[config.mk]
export PLATFORM = sky130hd
export DESIGN_NAME = axi_stream_extract_header
export DESIGN_NICKNAME = d
export VERILOG_FILES = /design/src/rtl/axi_stream_extract_header.sv
export SDC_FILE = /design/constraint.sdc
export NUM_CORES = 1
export LEC_CHECK = 0
export CAP_MARGIN = 30
export CORE_UTILIZATION = 57
export CTS_BUF_LIST = sky130_fd_sc_hd__clkbuf_16
export DETAILED_ROUTE_END_ITERATION = 8
export GPL_ROUTABILITY_DRIVEN = 0
export PLACE_DENSITY = 0.9
export RECOVER_POWER = 25
export SLEW_MARGIN = 15
export SYNTH_ARGS = -nofsm -noshare
export SYNTH_HDL_FRONTEND = slang
export SYNTH_SLANG_ARGS = --single-unit
[constraint.sdc]
create_clock -name clk -period 9.5 [get_ports clk]
set_input_delay 1.425 -clock clk [delete_from_list [all_inputs] [get_ports clk]]
set_output_delay 1.425 -clock clk [all_outputs]
set_load 0.05 [all_outputs]
[src/rtl/axi_stream_extract_header.sv]
// Strips a 1..DATA_BYTE_WD byte header from each AXI-Stream packet, emits it on a
// side channel (LSB-aligned) and re-aligns the remaining payload to the MSB lane.
module axi_stream_extract_header #(
    parameter int DATA_WD      = 32,
    parameter int DATA_BYTE_WD = DATA_WD / 8,
    parameter int BYTE_CNT_WD  = $clog2(DATA_BYTE_WD)
) (
    input  logic                    clk,
    input  logic                    rst_n,
    input  logic                    valid_in,
    output logic                    ready_in,
    input  logic [DATA_WD-1:0]      data_in,
    input  logic [DATA_BYTE_WD-1:0] keep_in,
    input  logic                    last_in,
    input  logic [BYTE_CNT_WD-1:0]  byte_remove_cnt,
    output logic                    valid_out,
    input  logic                    ready_out,
    output logic [DATA_WD-1:0]      data_out,
    output logic [DATA_BYTE_WD-1:0] keep_out,
    output logic                    last_out,
    output logic                    valid_header,
    input  logic                    ready_header,
    output logic [DATA_WD-1:0]      data_header,
    output logic [DATA_BYTE_WD-1:0] keep_header
);
    localparam int CNT_W = BYTE_CNT_WD + 1;
    localparam int SH_W  = CNT_W + 3;
    localparam logic [CNT_W-1:0] BYTES = CNT_W'(DATA_BYTE_WD);

    typedef enum logic [1:0] {HDR, BODY, FLUSH} state_t;

    state_t                  state, state_nxt;
    logic                    active;
    logic [CNT_W-1:0]        h_q, h_in, h_cur, r_cur, n_in;
    logic [SH_W-1:0]         sh_h, sh_r;
    logic [DATA_WD-1:0]      res_q, pay_data;
    logic [DATA_BYTE_WD-1:0] flush_keep_q, res_keep, pay_keep;
    logic                    fire, long_last, hdr_free, pay_free;
    logic                    hdr_load, pay_load, pay_last;

    function automatic logic [CNT_W-1:0] byte_count(input logic [DATA_BYTE_WD-1:0] keep);
        logic [CNT_W-1:0] cnt;
        cnt = '0;
        for (int i = 0; i < DATA_BYTE_WD; i++) cnt = cnt + CNT_W'(keep[i]);
        return cnt;
    endfunction

    // H comes straight from the input during the first beat, from the latch afterwards.
    assign h_in      = CNT_W'(byte_remove_cnt) + CNT_W'(1);
    assign h_cur     = (state == HDR) ? h_in : h_q;
    assign r_cur     = BYTES - h_cur;
    assign sh_h      = {h_cur, 3'b000};
    assign sh_r      = {r_cur, 3'b000};
    assign n_in      = byte_count(keep_in);
    assign long_last = last_in && (n_in > h_cur);
    assign res_keep  = ~({DATA_BYTE_WD{1'b1}} >> r_cur);
    assign hdr_free  = !valid_header || ready_header;
    assign pay_free  = !valid_out || ready_out;
    assign fire      = valid_in && ready_in;

    always_comb begin
        ready_in = 1'b0;
        case (state)
            HDR:     ready_in = active && hdr_free && pay_free;
            BODY:    ready_in = pay_free;
            default: ready_in = 1'b0;
        endcase
    end

    always_ff @(posedge clk or negedge rst_n) begin
        if (!rst_n) begin
            state  <= HDR;
            active <= 1'b0;
        end else begin
            state  <= state_nxt;
            active <= 1'b1;
        end
    end

    always_comb begin
        state_nxt = state;
        hdr_load  = 1'b0;
        pay_load  = 1'b0;
        pay_last  = 1'b0;
        pay_data  = res_q;
        pay_keep  = flush_keep_q;
        case (state)
            HDR: begin
                pay_data = data_in << sh_h;
                pay_keep = keep_in << h_cur;
                if (fire) begin
                    hdr_load = 1'b1;
                    if (!last_in) begin
                        state_nxt = BODY;
                    end else if (long_last) begin
                        pay_load = 1'b1;
                        pay_last = 1'b1;
                    end
                end
            end
            BODY: begin
                pay_data = res_q | (data_in >> sh_r);
                pay_keep = res_keep | (keep_in >> r_cur);
                if (fire) begin
                    pay_load = 1'b1;
                    if (last_in) begin
                        pay_last  = !long_last;
                        state_nxt = long_last ? FLUSH : HDR;
                    end
                end
            end
            FLUSH: begin
                if (pay_free) begin
                    pay_load  = 1'b1;
                    pay_last  = 1'b1;
                    state_nxt = HDR;
                end
            end
            default: state_nxt = HDR;
        endcase
    end

    // Residue is kept MSB-aligned so it ORs directly onto the next beat's top H bytes.
    always_ff @(posedge clk or negedge rst_n) begin
        if (!rst_n) begin
            h_q          <= '0;
            res_q        <= '0;
            flush_keep_q <= '0;
        end else if (fire) begin
            res_q        <= data_in << sh_h;
            flush_keep_q <= keep_in << h_cur;
            if (hdr_load) h_q <= h_in;
        end
    end

    always_ff @(posedge clk or negedge rst_n) begin
        if (!rst_n) begin
            valid_out <= 1'b0;
            data_out  <= '0;
            keep_out  <= '0;
            last_out  <= 1'b0;
        end else if (pay_load) begin
            valid_out <= 1'b1;
            data_out  <= pay_data;
            keep_out  <= pay_keep;
            last_out  <= pay_last;
        end else if (ready_out) begin
            valid_out <= 1'b0;
        end
    end

    always_ff @(posedge clk or negedge rst_n) begin
        if (!rst_n) begin
            valid_header <= 1'b0;
            data_header  <= '0;
            keep_header  <= '0;
        end else if (hdr_load) begin
            valid_header <= 1'b1;
            data_header  <= data_in >> sh_r;
            keep_header  <= keep_in >> r_cur;
        end else if (ready_header) begin
            valid_header <= 1'b0;
        end
    end
endmodule

==> results.sh <==
export IMPL_status="finished with violations"
export IMPL_violations="max-capacitance violations, max-slew violations"
export IMPL_antenna_found_initial=0
export IMPL_die_area_mm2=0.01176
export IMPL_synth_simple_area_share_pct=14.11
export IMPL_min_from="data_out[29]"
export IMPL_top_layer_used="met4"
export IMPL_yosysSeqAreaShare_pct=45.35
export IMPL_dp_final_hpwl_um=13670
export IMPL_hold_path_depth=1
export IMPL_maxCapViolCount=1
export IMPL_die_h_um=108.4
export IMPL_synthMuxAreaShare_pct=7.655
export IMPL_drt_iter0_markers=888
export IMPL_synth_main_ff_cell="dfrtp_1"
export IMPL_r2r_end="data_out[27]"
export IMPL_core_area_mm2=0.01094
export IMPL_ys_async_sr_fraction_pct=100.0
export IMPL_wl_met3_um=2550
export IMPL_setup_viol=0
export IMPL_r2r_cells=12
export IMPL_cts_buffers_inserted=17
export IMPL_worstSkewPairLatency_ns=0.42
export IMPL_clk_pin_slew_ns=0.05
export IMPL_setup_tns_ns=0
export IMPL_synth_top_family_by_area="compound AO/OA/AOI/OAI gates"
export IMPL_post_cts_resized=0
export IMPL_wl_um=20490
export IMPL_post_drt_wl_per_cell_um=22.81
export IMPL_cp_end_kind="register"
export IMPL_grt_max_degree=62
export IMPL_cts_buffer_depth=2
export IMPL_io_pins=120
export IMPL_post_cts_buffers=0
export IMPL_synth_compound_area_share_pct=25.16
export IMPL_slew_headroom_pct=-96.00
export IMPL_critPathKind="in -> reg"
export IMPL_fin_nets=799
export IMPL_worst_slew_pin_slew_ns=2.940
export IMPL_ys_types=68
export IMPL_synth_seq_cells=117
export IMPL_wl_met2_um=9284
export IMPL_syn_nets=701
export IMPL_grt_pass1_wl_um=32100
export IMPL_grt_overflow=0
export IMPL_min_period_ns=4.758
export IMPL_timing_final_crit_share_pct=50.09
export IMPL_synth_fa_ha_area_share_pct=2.054
export IMPL_synth_top_area_share_pct=45.35
export IMPL_finalHoldViolations=0
export IMPL_areaGrowthSynthToFinish_pct=27.38
export IMPL_max_freq_mhz=210.2
export IMPL_rrSetupSlack_ns=5.13
export IMPL_avgSynthCellArea_um2=9.979
export IMPL_avgViaCountPerCell=6.820
export IMPL_first_pass_iters=7
export IMPL_worstPathRequired_ns=9.81
export IMPL_cts_hold_buf=0
export IMPL_synth_xor_area_share_pct=0.6977
export IMPL_ys_warn_count=0
export IMPL_post_route_drc_count=0
export IMPL_antenna_cells=0
export IMPL_hold_path_class="reg -> reg"
export IMPL_clock_sinks=117
export IMPL_placementRows=38
export IMPL_drive_above_1_share_pct=11.74
export IMPL_rsz0062_at_grt="false"
export IMPL_cp_max_fo=53
export IMPL_syn_inst=647
export IMPL_die_w_um=108.4
export IMPL_syn_area_mm2=0.006456
export IMPL_synthTopCellsByArea="dfrtp_1, nand2_1, mux2i_1"
export IMPL_grt_use_total_pct=36.67
export IMPL_vias=6124
export IMPL_cts_tree="yes"
export IMPL_synth_edf_count=0
export IMPL_ant_nets=0
export IMPL_critical_path_arrival_ns=5.06
export IMPL_first_global_vias=6024
export IMPL_r2r_start="state[1]"
export IMPL_whs_endpoint="data_out[29]"
export IMPL_start_kind="input port"
export IMPL_wl_met1_um=7512
export IMPL_synth_largest_area_cell="dfrtp_1"
export IMPL_port_buffers=119
export IMPL_cts_max_level=4
export IMPL_slew_viol_final=58
export IMPL_fin_skew_ns=0.005650
export IMPL_clock_root_buffer="clkbuf_16"
export IMPL_initial_core_util_pct=59.04
==> area by class of cell <==
cell class	count	area [um^2]
multi-input cells	472	3224
fillers	705	2711
inverters	7	31.28
flip-flops and latches	117	2928
clock buffers	17	425.4
well taps	140	175.2
clock inverters	15	165.2
repair buffers	130	1275
==> cells in the mapped netlist (2+ instances only) <==
cell,n
o21ai_0,15
a32o_1,5
buf_4,6
mux4_2,4
nor2b_1,5
o31ai_2,2
a221oi_1,13
nand3_1,14
nor2_1,32
a2bb2oi_1,5
mux2i_1,30
mux2_2,6
nand2b_1,3
nor2_2,9
a22o_1,28
o21a_1,3
or3_1,2
a21oi_1,42
clkbuf_1,19
buf_6,5
nor3_1,4
nand2_1,117
a22oi_2,9
xnor2_1,2
o31ai_1,17
a211oi_1,28
mux2_1,2
inv_1,5
o22a_1,7
buf_2,19
a21o_1,4
ha_1,9
a31oi_1,13
o21ai_1,12
a211oi_2,2
dfrtp_1,117
==> worst max path at each step <==
stage	from	end	slack (ns)	depth (start not counted)
final	byte_remove_cnt[0]	data_out[27]	4.74	12
after global routing	byte_remove_cnt[0]	data_out[27]	4.60	12
after CTS	byte_remove_cnt[0]	data_out[27]	4.83	12
after detailed placement	byte_remove_cnt[0]	data_out[27]	4.41	12
after global placement	byte_remove_cnt[0]	data_out[27]	4.63	12
after floorplan	ready_out	ready_in	5.35	3
==> placed cells by master (no fill, tap or decap), drive strengths merged, types with 11 or more instances in the layout <==
cell / instances
nand2: 117
clkdlybuf4s50: 118
a221oi: 13
o21ai: 27
mux2i: 31
a21oi: 42
a211oi: 30
dfrtp: 117
a22o: 29
a31oi: 13
clkbuf: 18
o31ai: 20
nand3: 14
buf: 11
nor2: 43
==> critical path, stage by stage <==
cell,delay [ns]
clkdlybuf4s50_1,0.52
inv_1,0.14
a21boi_4,0.14
buf_4,0.56
inv_6,0.30
ha_1,0.31
nor2b_1,0.19
o311ai_1,0.17
o41ai_2,0.34
nand2b_1,0.16
buf_4,0.36
mux2_2,0.38
==> cells by family after synthesis <==
logic type / after synthesis
AOI/OAI and AO/OA: 217
muxes: 43
adders and majority gates: 10
buffers and inverters: 58
other: 1
xor gates and xnor gates: 3
DFF: 117
and+or+nand+nor: 198
==> state kept, by name, indices dropped and copies added, names as in the netlist <==
name          cells
data_header      32
active            1
keep_out          4
keep_header       4
valid_header      1
data_out         32
h_q               3
valid_out         1
flush_keep_q      4
state             2
res_q            32
last_out          1
==> metal layers <==
metal,vias up,track usage [%]
met3,123,11.21
met2,519,55.92
met1,2887,46.83
li1,2595,-
met4,0,19.50
met5,-,0
==> stage by stage <==
step	util [%]	cell area (um^2)	setup slack, ns	std cells	hold slack [ns]
floorplan	-	6456	5.346	647	0.4390
global placement	69.70	7622	4.626	865	0.4502
detailed placement	69.70	7622	4.415	865	0.4648
CTS	75.10	8213	4.828	897	0.4768
global route	75.21	8224	4.598	898	0.4984
finish	75.21	8224	4.742	898	0.4714
Power is not shown: default switching activity piles up to over one toggle a cycle in this logic, so the estimate is an artifact.
